--- src/rtl/av2_obu_byte_packer.sv ---
// Packs a byte-serial OBU stream into little-endian DATA_WIDTH-bit AXI-Stream words.
// Every OBU starts on a fresh word, and the final word of an OBU carries its byte count.
module av2_obu_byte_packer #(
  parameter int DATA_WIDTH = 128
) (
  input  logic                    clk,
  input  logic                    rst,
  input  logic [7:0]              s_axis_tdata,
  input  logic                    s_axis_tvalid,
  output logic                    s_axis_tready,
  input  logic                    s_axis_tlast,
  output logic [DATA_WIDTH-1:0]   m_axis_tdata,
  output logic [DATA_WIDTH/8-1:0] m_axis_tkeep,
  output logic                    m_axis_tvalid,
  input  logic                    m_axis_tready,
  output logic                    m_axis_tlast,
  output logic [31:0]             m_pkt_bytes
);

  localparam int BYTES = DATA_WIDTH / 8;
  localparam int CW    = (BYTES > 1) ? $clog2(BYTES) : 1;

  typedef enum logic {FILL, HOLD} state_t;

  state_t                state_q, state_d;
  logic [DATA_WIDTH-1:0] acc_q, acc_d;
  logic [CW-1:0]         cnt_q, cnt_d;
  logic [31:0]           pkt_q, pkt_d;
  logic [BYTES-1:0]      hkeep_q, hkeep_d;
  logic                  hlast_q, hlast_d;
  logic [31:0]           hpkt_q, hpkt_d;
  logic [DATA_WIDTH-1:0] tdata_q, tdata_d;
  logic [BYTES-1:0]      tkeep_q, tkeep_d;
  logic                  tvalid_q, tvalid_d;
  logic                  tlast_q, tlast_d;
  logic [31:0]           pbytes_q, pbytes_d;

  logic                  accept, complete, slot_free;
  logic [DATA_WIDTH-1:0] acc_new;
  logic [BYTES-1:0]      keep_new;
  logic [31:0]           pkt_inc;

  assign s_axis_tready = (state_q == FILL);
  assign accept        = s_axis_tvalid && s_axis_tready;
  assign complete      = (cnt_q == CW'(BYTES - 1)) || s_axis_tlast;
  assign slot_free     = !tvalid_q || m_axis_tready;
  assign pkt_inc       = (pkt_q == '1) ? pkt_q : pkt_q + 32'd1;

  always_comb begin
    acc_new  = acc_q;
    keep_new = '0;
    for (int unsigned i = 0; i < BYTES; i++) begin
      if (i == 32'(cnt_q)) acc_new[8*i +: 8] = s_axis_tdata;
      keep_new[i] = (i <= 32'(cnt_q));
    end
  end

  always_comb begin
    state_d  = state_q;
    acc_d    = acc_q;
    cnt_d    = cnt_q;
    pkt_d    = pkt_q;
    hkeep_d  = hkeep_q;
    hlast_d  = hlast_q;
    hpkt_d   = hpkt_q;
    tdata_d  = tdata_q;
    tkeep_d  = tkeep_q;
    tlast_d  = tlast_q;
    pbytes_d = pbytes_q;
    tvalid_d = tvalid_q && !m_axis_tready;

    case (state_q)
      FILL: begin
        if (accept) begin
          pkt_d = pkt_inc;
          if (!complete) begin
            acc_d = acc_new;
            cnt_d = cnt_q + CW'(1);
          end else begin
            cnt_d = '0;
            if (s_axis_tlast) pkt_d = '0;
            if (slot_free) begin
              tdata_d  = acc_new;
              tkeep_d  = keep_new;
              tlast_d  = s_axis_tlast;
              pbytes_d = pkt_inc;
              tvalid_d = 1'b1;
              acc_d    = '0;
            end else begin
              // Completed word parks in the accumulator until the output slot drains.
              acc_d   = acc_new;
              hkeep_d = keep_new;
              hlast_d = s_axis_tlast;
              hpkt_d  = pkt_inc;
              state_d = HOLD;
            end
          end
        end
      end
      HOLD: begin
        if (slot_free) begin
          tdata_d  = acc_q;
          tkeep_d  = hkeep_q;
          tlast_d  = hlast_q;
          pbytes_d = hpkt_q;
          tvalid_d = 1'b1;
          acc_d    = '0;
          state_d  = FILL;
        end
      end
      default: state_d = FILL;
    endcase
  end

  always_ff @(posedge clk or posedge rst) begin
    if (rst) begin
      state_q  <= FILL;
      acc_q    <= '0;
      cnt_q    <= '0;
      pkt_q    <= '0;
      hkeep_q  <= '0;
      hlast_q  <= 1'b0;
      hpkt_q   <= '0;
      tdata_q  <= '0;
      tkeep_q  <= '0;
      tvalid_q <= 1'b0;
      tlast_q  <= 1'b0;
      pbytes_q <= '0;
    end else begin
      state_q  <= state_d;
      acc_q    <= acc_d;
      cnt_q    <= cnt_d;
      pkt_q    <= pkt_d;
      hkeep_q  <= hkeep_d;
      hlast_q  <= hlast_d;
      hpkt_q   <= hpkt_d;
      tdata_q  <= tdata_d;
      tkeep_q  <= tkeep_d;
      tvalid_q <= tvalid_d;
      tlast_q  <= tlast_d;
      pbytes_q <= pbytes_d;
    end
  end

  assign m_axis_tdata  = tdata_q;
  assign m_axis_tkeep  = tkeep_q;
  assign m_axis_tvalid = tvalid_q;
  assign m_axis_tlast  = tlast_q;
  assign m_pkt_bytes   = pbytes_q;

endmodule

--- config.mk ---
export PLATFORM = sky130hd
export DESIGN_NAME = av2_obu_byte_packer
export DESIGN_NICKNAME = d
export VERILOG_FILES = /design/src/rtl/av2_obu_byte_packer.sv
export SDC_FILE = /design/constraint.sdc
export NUM_CORES = 1
export LEC_CHECK = 0
export ABC_AREA = 1
export CAP_MARGIN = 20
export CELL_PAD_IN_SITES_DETAIL_PLACEMENT = 1
export CELL_PAD_IN_SITES_GLOBAL_PLACEMENT = 1
export CORE_UTILIZATION = 43
export CTS_CLUSTER_SIZE = 25
export DETAILED_ROUTE_END_ITERATION = 10
export GPL_TIMING_DRIVEN = 0
export HOLD_SLACK_MARGIN = 0.15
export PLACE_DENSITY_LB_ADDON = 0.12
export SYNTH_ARGS = -nofsm -noshare
export SYNTH_HDL_FRONTEND = slang
export SYNTH_SLANG_ARGS = --single-unit
--- constraint.sdc ---
create_clock -name clk -period 16.1 [get_ports clk]
set_input_delay 3.22 -clock clk [delete_from_list [all_inputs] [get_ports clk]]
set_output_delay 3.22 -clock clk [all_outputs]
set_load 0.01 [all_outputs]
==> results of run 1 <==
flip-flops by register name (all words and copies together) (netlist names):
register,count
acc_q,128
cnt_q,4
hkeep_q,16
hlast_q,1
hpkt_q,32
m_axis_tdata,128
m_axis_tkeep,16
m_axis_tlast,1
m_axis_tvalid,1
m_pkt_bytes,32
pkt_q,32
state_q,1
worst max-delay path by stage:
stage	depth (start not counted)	from	slack (ns)	to
after floorplan	1	rst	1.98	acc_q[0]
after global placement	2	rst	-3.45	m_axis_tdata[34]
after detailed placement	6	state_q	10.18	s_axis_tready
after CTS	6	state_q	9.57	s_axis_tready
after global routing	6	state_q	9.50	s_axis_tready
final	6	state_q	9.55	s_axis_tready
worst max-delay path: cells and delay by family, from the launching register on:
| family | cells | cell delay (ns) |
|---|---|---|
| buf+inv | 6 | 2.38 |
| flops | 1 | 0.36 |
synthesized netlist by cell type:
| cell type | n | area, µm² |
|---|---|---|
| nand3_1 | 52 | 260 |
| nand2_1 | 764 | 2870 |
| nand2_2 | 9 | 56.3 |
| or2_2 | 1 | 6.26 |
| o21ai_2 | 1 | 8.76 |
| inv_2 | 8 | 30.0 |
| a21oi_2 | 18 | 158 |
| a22o_1 | 1 | 8.76 |
| buf_4 | 8 | 60.1 |
| nor2_1 | 66 | 248 |
| buf_1 | 20 | 75.1 |
| inv_4 | 1 | 6.26 |
| nor2_2 | 5 | 31.3 |
| buf_2 | 60 | 300 |
| dfrtp_1 | 392 | 9810 |
| o21ai_0 | 326 | 1630 |
| o211ai_1 | 40 | 300 |
| o41ai_1 | 1 | 8.76 |
| o22ai_1 | 128 | 801 |
| nand4_1 | 16 | 100 |
| ha_1 | 4 | 50.1 |
| nor2_8 | 1 | 20.0 |
| buf_6 | 6 | 67.6 |
| o21ai_1 | 21 | 105 |
| nor2_4 | 6 | 67.6 |
| inv_1 | 224 | 841 |
| clkbuf_1 | 56 | 210 |
| a21oi_1 | 104 | 521 |
power groups by stage:
stage               Sequential, mW  Combinational [mW]  Clock, mW
floorplan                     1.20               0.279          0
global placement              1.19               0.543          0
detailed placement            1.19               0.566          0
CTS                           1.17               0.573       1.02
global route                  1.18               0.629       1.05
finish                        1.17               0.571       1.01
cells by family after synthesis:
family          share of synthesized area (%)
fa+ha+maj                               0.268
simple gates                             19.6
flops                                    52.6
compound gates                           19.0
buf+inv                                  8.53
final cells by class:
cell class	count	area (µm²)
fill	5156	19500
sequential	392	9810
multi-input combinational	1564	7250
timing repair buffer	195	2010
clock buffer	62	1260
inverter	233	885
tap	577	722
buffer	150	713
clock inverter	12	139
routing by layer:
layer,track usage [%],part of all wire [%]
met1,41.0,44
met2,50.7,48
met3,4.68,4.9
met4,10.3,3.1
met5,0,0
per-stage QoR:
stage	total power [mW]	std cells	cell area, µm²	hold WS [ns]	setup TNS, ns
floorplan	1.48	2339	18600	0.437	0
global placement	1.73	3107	21300	0.453	-1334.82
detailed placement	1.75	3111	21400	0.462	0
CTS	2.77	3185	22800	0.476	0
global route	2.87	3185	22800	0.493	0
finish	2.75	3185	22800	0.473	0
==> flow_summary_export.csv, run 1 <==
group,metric,value,unit
global_routing,grt_pass1_vias,18900,
floorplanning,die_h,210,µm
critical_path,r2r_end,"acc_q[45]",
yosys,ys_seq_area_share,52.6,%
timing,skew,0.0129,ns
cts,hold_buffers,0,
yosys,ys_ff_latch,392,
cts,cts_tree,"done",
floorplanning,ios,192,
floorplanning,rows,75,
critical_path,critPathSlowestCell,"clkdlybuf4s50_1",
route,routed_wl,65.8,mm
route,drc,0,
yosys,synth_area_per_cell,7.97,µm²
timing,slew_headroom,25.2,%
place,port_buffers,191,
cts,ctsHtreeMaxLevel,2,
critical_path,r2r_slack,13.41,ns
power,leakage,10.5,nW
critical_path,crit_required,12.88,ns
floorplanning,die_w,210,µm
power,pwr-share-comb,20.8,%
final_layout,final_common_cell,"nand2_1",
timing,finalMaxSlewViolations,0,
critical_path,cp_max_fo,10,
cts,clkLatencyLatePin,0.58,ns
timing,max_freq,153,MHz
run_status,outcome,"completed",
min_path,hp-class,"reg2reg",
critical_path,critPathCaptureType,"output port",
global_routing,antenna_found_initial,1,
global_routing,grt_usage,30.6,%
place,finalWeightedCongestion,0.910,
route,vias,17600,
cts,cts_buffers,43,
power,pwr-share-clk,36.6,%
cts,root_buffer,"clkbuf_16",
cts,clockBufferDepth,3,
timing,fin_crit_sh,40.7,%
final_layout,drive_above_1_share,7.48,%
timing,setup_viol,0,
critical_path,r2r_start,"state_q",
route,drt-wirelength-per-cell,20.7,µm
power,peakVddDrop,79.9,µV
timing,hold_viol_final,0,
cts,cts_resized,0,
power,p_per_area,121,mW/mm²
critical_path,slowest_delay,0.66,ns
yosys,syn_area,0.0186,mm²
final_layout,finalCoreUtilization,53.8,%
final_layout,layout_common_cells,"nand2_1 (764), dfrtp_1 (392), o21ai_0 (326), inv_1 (223), clkdlybuf4s50_1 (191)",
critical_path,crit_type,"reg2out",
floorplanning,dieArea,0.0442,mm²
final_layout,syn_to_final_growth,22.2,%
route,dr.first_iter.drc_count,993,
critical_path,critical_path.startpoint_type,"flop",
cts,cts.sinks,392,
cts,clkTransAtPathRegs,0.06,ns
cts,cts_setup_buffers,0,
route,first_pass_iters,5,
global_routing,grt_max_degree,125,
timing,fin_crit,6.55,ns
yosys,ys_warn_count,0,
final_layout,num_antenna_cells,0,
critical_path,crit_chain,"buf_2 -> inv_2 -> buf_2 -> buf_2 -> buf_1 -> clkdlybuf4s50_1",
timing,setup_ws,9.55,ns
power,p_seq_share,42.6,%
power,p_sw_share,30.1,%
power,p_int,1.92,mW
power,switchingPower,827,µW
yosys,synthDistinctLibCells,28,
final_layout,finalNetCount,2596,
place,dpl_worst_slack,10.18,ns
floorplanning,start_util,44.1,%
global_routing,overflow,0,
timing,rsz0062_at_grt,"no",
critical_path,worstRegToRegCells,7,
min_path,hp-start,"m_axis_tdata[110]",
run,drv_cap,0,
route,via_per_inst,5.51,
yosys,synth_fp_nets,2356,
timing,tightest_slew,1.12,ns
route,drt.antenna.violating_nets,0,
floorplanning,core,0.0423,mm²
critical_path,arrival,3.33,ns
min_path,hold_depth,2,
yosys,syn_inst,2339,
min_path,holdPathEnd,"m_axis_tdata[110]",
critical_path,cp_common_cell,"buf_2",
global_routing,grt_pass1_wl,106,mm
place,dp_hpwl,46.5,mm
No activity file was read; power rests on OpenSTA's default activity.
==> inputs of run 2 (changes only) <==
--- a/config.mk
+++ b/config.mk
@@ -9,7 +9,7 @@
 export CAP_MARGIN = 20
 export CELL_PAD_IN_SITES_DETAIL_PLACEMENT = 1
 export CELL_PAD_IN_SITES_GLOBAL_PLACEMENT = 1
-export CORE_UTILIZATION = 43
+export CORE_UTILIZATION = 39
 export CTS_CLUSTER_SIZE = 25
 export DETAILED_ROUTE_END_ITERATION = 10
 export GPL_TIMING_DRIVEN = 0
==> constraint.sdc (replaced) <==
create_clock -name clk -period 5.5 [get_ports clk]
set_input_delay 1.1 -clock clk [delete_from_list [all_inputs] [get_ports clk]]
set_output_delay 1.1 -clock clk [all_outputs]
set_load 0.01 [all_outputs]
==> run 2 against run 1 <==
Net effect:
- the flow now finishes with violations (design-rule violations)
- clock-buffer cell count down 1
- sequential power increased to 2.9 times the previous value
- final cell count grew 1.5%
- sequential cell count unchanged
- utilization fell by 4.6 points
==> flow_summary_export.csv, run 2 (synthesis results as in run 1) <==
group,metric,value,unit
critical_path,crit_type,"reg2out",
floorplanning,core,0.0469,mm²
route,routed_wl,66.7,mm
route,drt.antenna.violating_nets,0,
critical_path,critical_path.startpoint_type,"flop",
global_routing,grt_pass1_vias,18400,
timing,finalMaxSlewViolations,0,
place,dp_hpwl,47.6,mm
run_status,outcome,"complete, but fails checks",
timing,skew,0.0234,ns
timing,tns,0,ns
power,peakVddDrop,287,µV
power,pwr-share-clk,38.4,%
floorplanning,dieArea,0.0487,mm²
global_routing,grt_usage,27.9,%
cts,clockBufferDepth,3,
global_routing,grt_pass1_wl,105,mm
route,drt-wirelength-per-cell,20.6,µm
global_routing,grt_max_degree,40,
final_layout,final_cells,3232,
critical_path,critPathCaptureType,"output port",
place,port_buffers,191,
run,drv_cap,0,
place,placed_cells,3148,
floorplanning,die_w,221,µm
route,drc,12,
critical_path,cp_max_fo,10,
route,dr.first_iter.drc_count,1094,
timing,slew_headroom,24.2,%
final_layout,syn_to_final_growth,23.8,%
cts,hold_buffers,0,
cts,root_buffer,"clkbuf_16",
place,dpl_worst_slack,1.65,ns
power,p_per_area,359,mW/mm²
timing,max_freq,222,MHz
final_layout,fillers,5677,
critical_path,arrival,3.41,ns
cts,cts.sinks,392,
global_routing,antenna_found_initial,1,
timing,fin_crit_sh,81.9,%
route,first_pass_iters,10,
power,leakage,10.6,nW
cts,clkTransAtPathRegs,0.06,ns
floorplanning,ios,192,
power,switchingPower,2.51,mW
cts,ctsHtreeMaxLevel,2,
route,via_per_inst,5.43,
timing,hold_viol_final,0,
run_status,violations,"design-rule violations",
final_layout,layout_common_cells,"nand2_1 (764), dfrtp_1 (392), o21ai_0 (326), inv_1 (223), clkdlybuf4s50_1 (191)",
cts,cts_tree,"done",
final_layout,num_antenna_cells,0,
timing,fin_crit,4.51,ns
route,vias,17500,
final_layout,finalNetCount,2607,
cts,cts_resized,0,
min_path,hp-class,"reg2reg",
final_layout,drive_above_1_share,8.00,%
floorplanning,rows,79,
final_layout,finalCoreUtilization,49.3,%
cts,cts_setup_buffers,0,
power,p_sw_share,30.3,%
power,p_int,5.78,mW
power,pwr-share-comb,20.2,%
timing,rsz0062_at_grt,"no",
final_layout,final_common_cell,"nand2_1",
timing,tightest_slew,1.14,ns
place,finalWeightedCongestion,0.933,
timing,setup_ws,0.995,ns
cts,clkLatencyLatePin,0.60,ns
floorplanning,die_h,221,µm
timing,setup_viol,0,
floorplanning,start_util,39.8,%
critical_path,crit_required,4.40,ns
power,p_seq_share,41.4,%
cts,cts_buffers,46,
global_routing,overflow,0,
run 2: final timing paths:
| path | start | to | slack (ns) | cells past startpoint |
|---|---|---|---|---|
| setup reg to reg | pkt_q[0] | m_pkt_bytes[14] | 2.79 | 10 |
| hold / removal | m_pkt_bytes[27] | m_pkt_bytes[27] | 0.48 | 2 |
| setup / recovery | state_q | s_axis_tready | 0.99 | 6 |
| min in group asynchronous | rst | acc_q[85] | 1.01 | 2 |
| hold reg to reg | m_pkt_bytes[27] | m_pkt_bytes[27] | 0.48 | 2 |
| max in group asynchronous | rst | acc_q[21] | 3.29 | 5 |
run 2: critical path: stages (launching register included):
cell             delay, ns
dfrtp_1               0.36
buf_2                 0.21
inv_2                 0.20
buf_2                 0.32
buf_2                 0.40
buf_1                 0.64
clkdlybuf4s50_1       0.67
run 2: power by group through the flow:
stage               Combinational, mW  Clock (mW)  Sequential [mW]
floorplan                       0.816           0             3.52
global placement                 1.60           0             3.48
detailed placement               1.67           0             3.48
CTS                              1.69        3.24             3.43
global route                     1.84        3.35             3.46
finish                           1.68        3.18             3.43
run 2: per-stage QoR:
step	hold WS, ns	instance area (µm²)	total power [mW]
finish	0.478	23100	8.29
global route	0.499	23100	8.66
CTS	0.478	23100	8.36
detailed placement	0.464	21500	5.15
global placement	0.452	21300	5.08
floorplan	0.437	18700	4.33
run 2: area by class of cell:
cell class	instances	area, µm²	share of cell area (%)
Sequential cell	392	9810	42.5
Multi-Input combinational cell	1564	7250	31.4
Timing Repair Buffer	203	2140	9.28
Clock buffer	61	1270	5.49
Inverter	233	881	3.81
Tap cell	607	759	3.29
Buffer	150	713	3.09
Clock inverter	22	265	1.15
run 2: routing by layer:
layer / part of all wire, % / vias up / global-route usage (%)
met5: 0.020 / - / 0
met4: 2.8 / 2 / 8.70
met3: 4.4 / 108 / 4.16
met2: 48 / 401 / 45.5
met1: 45 / 8867 / 38.2
li1: - / 8162 / -
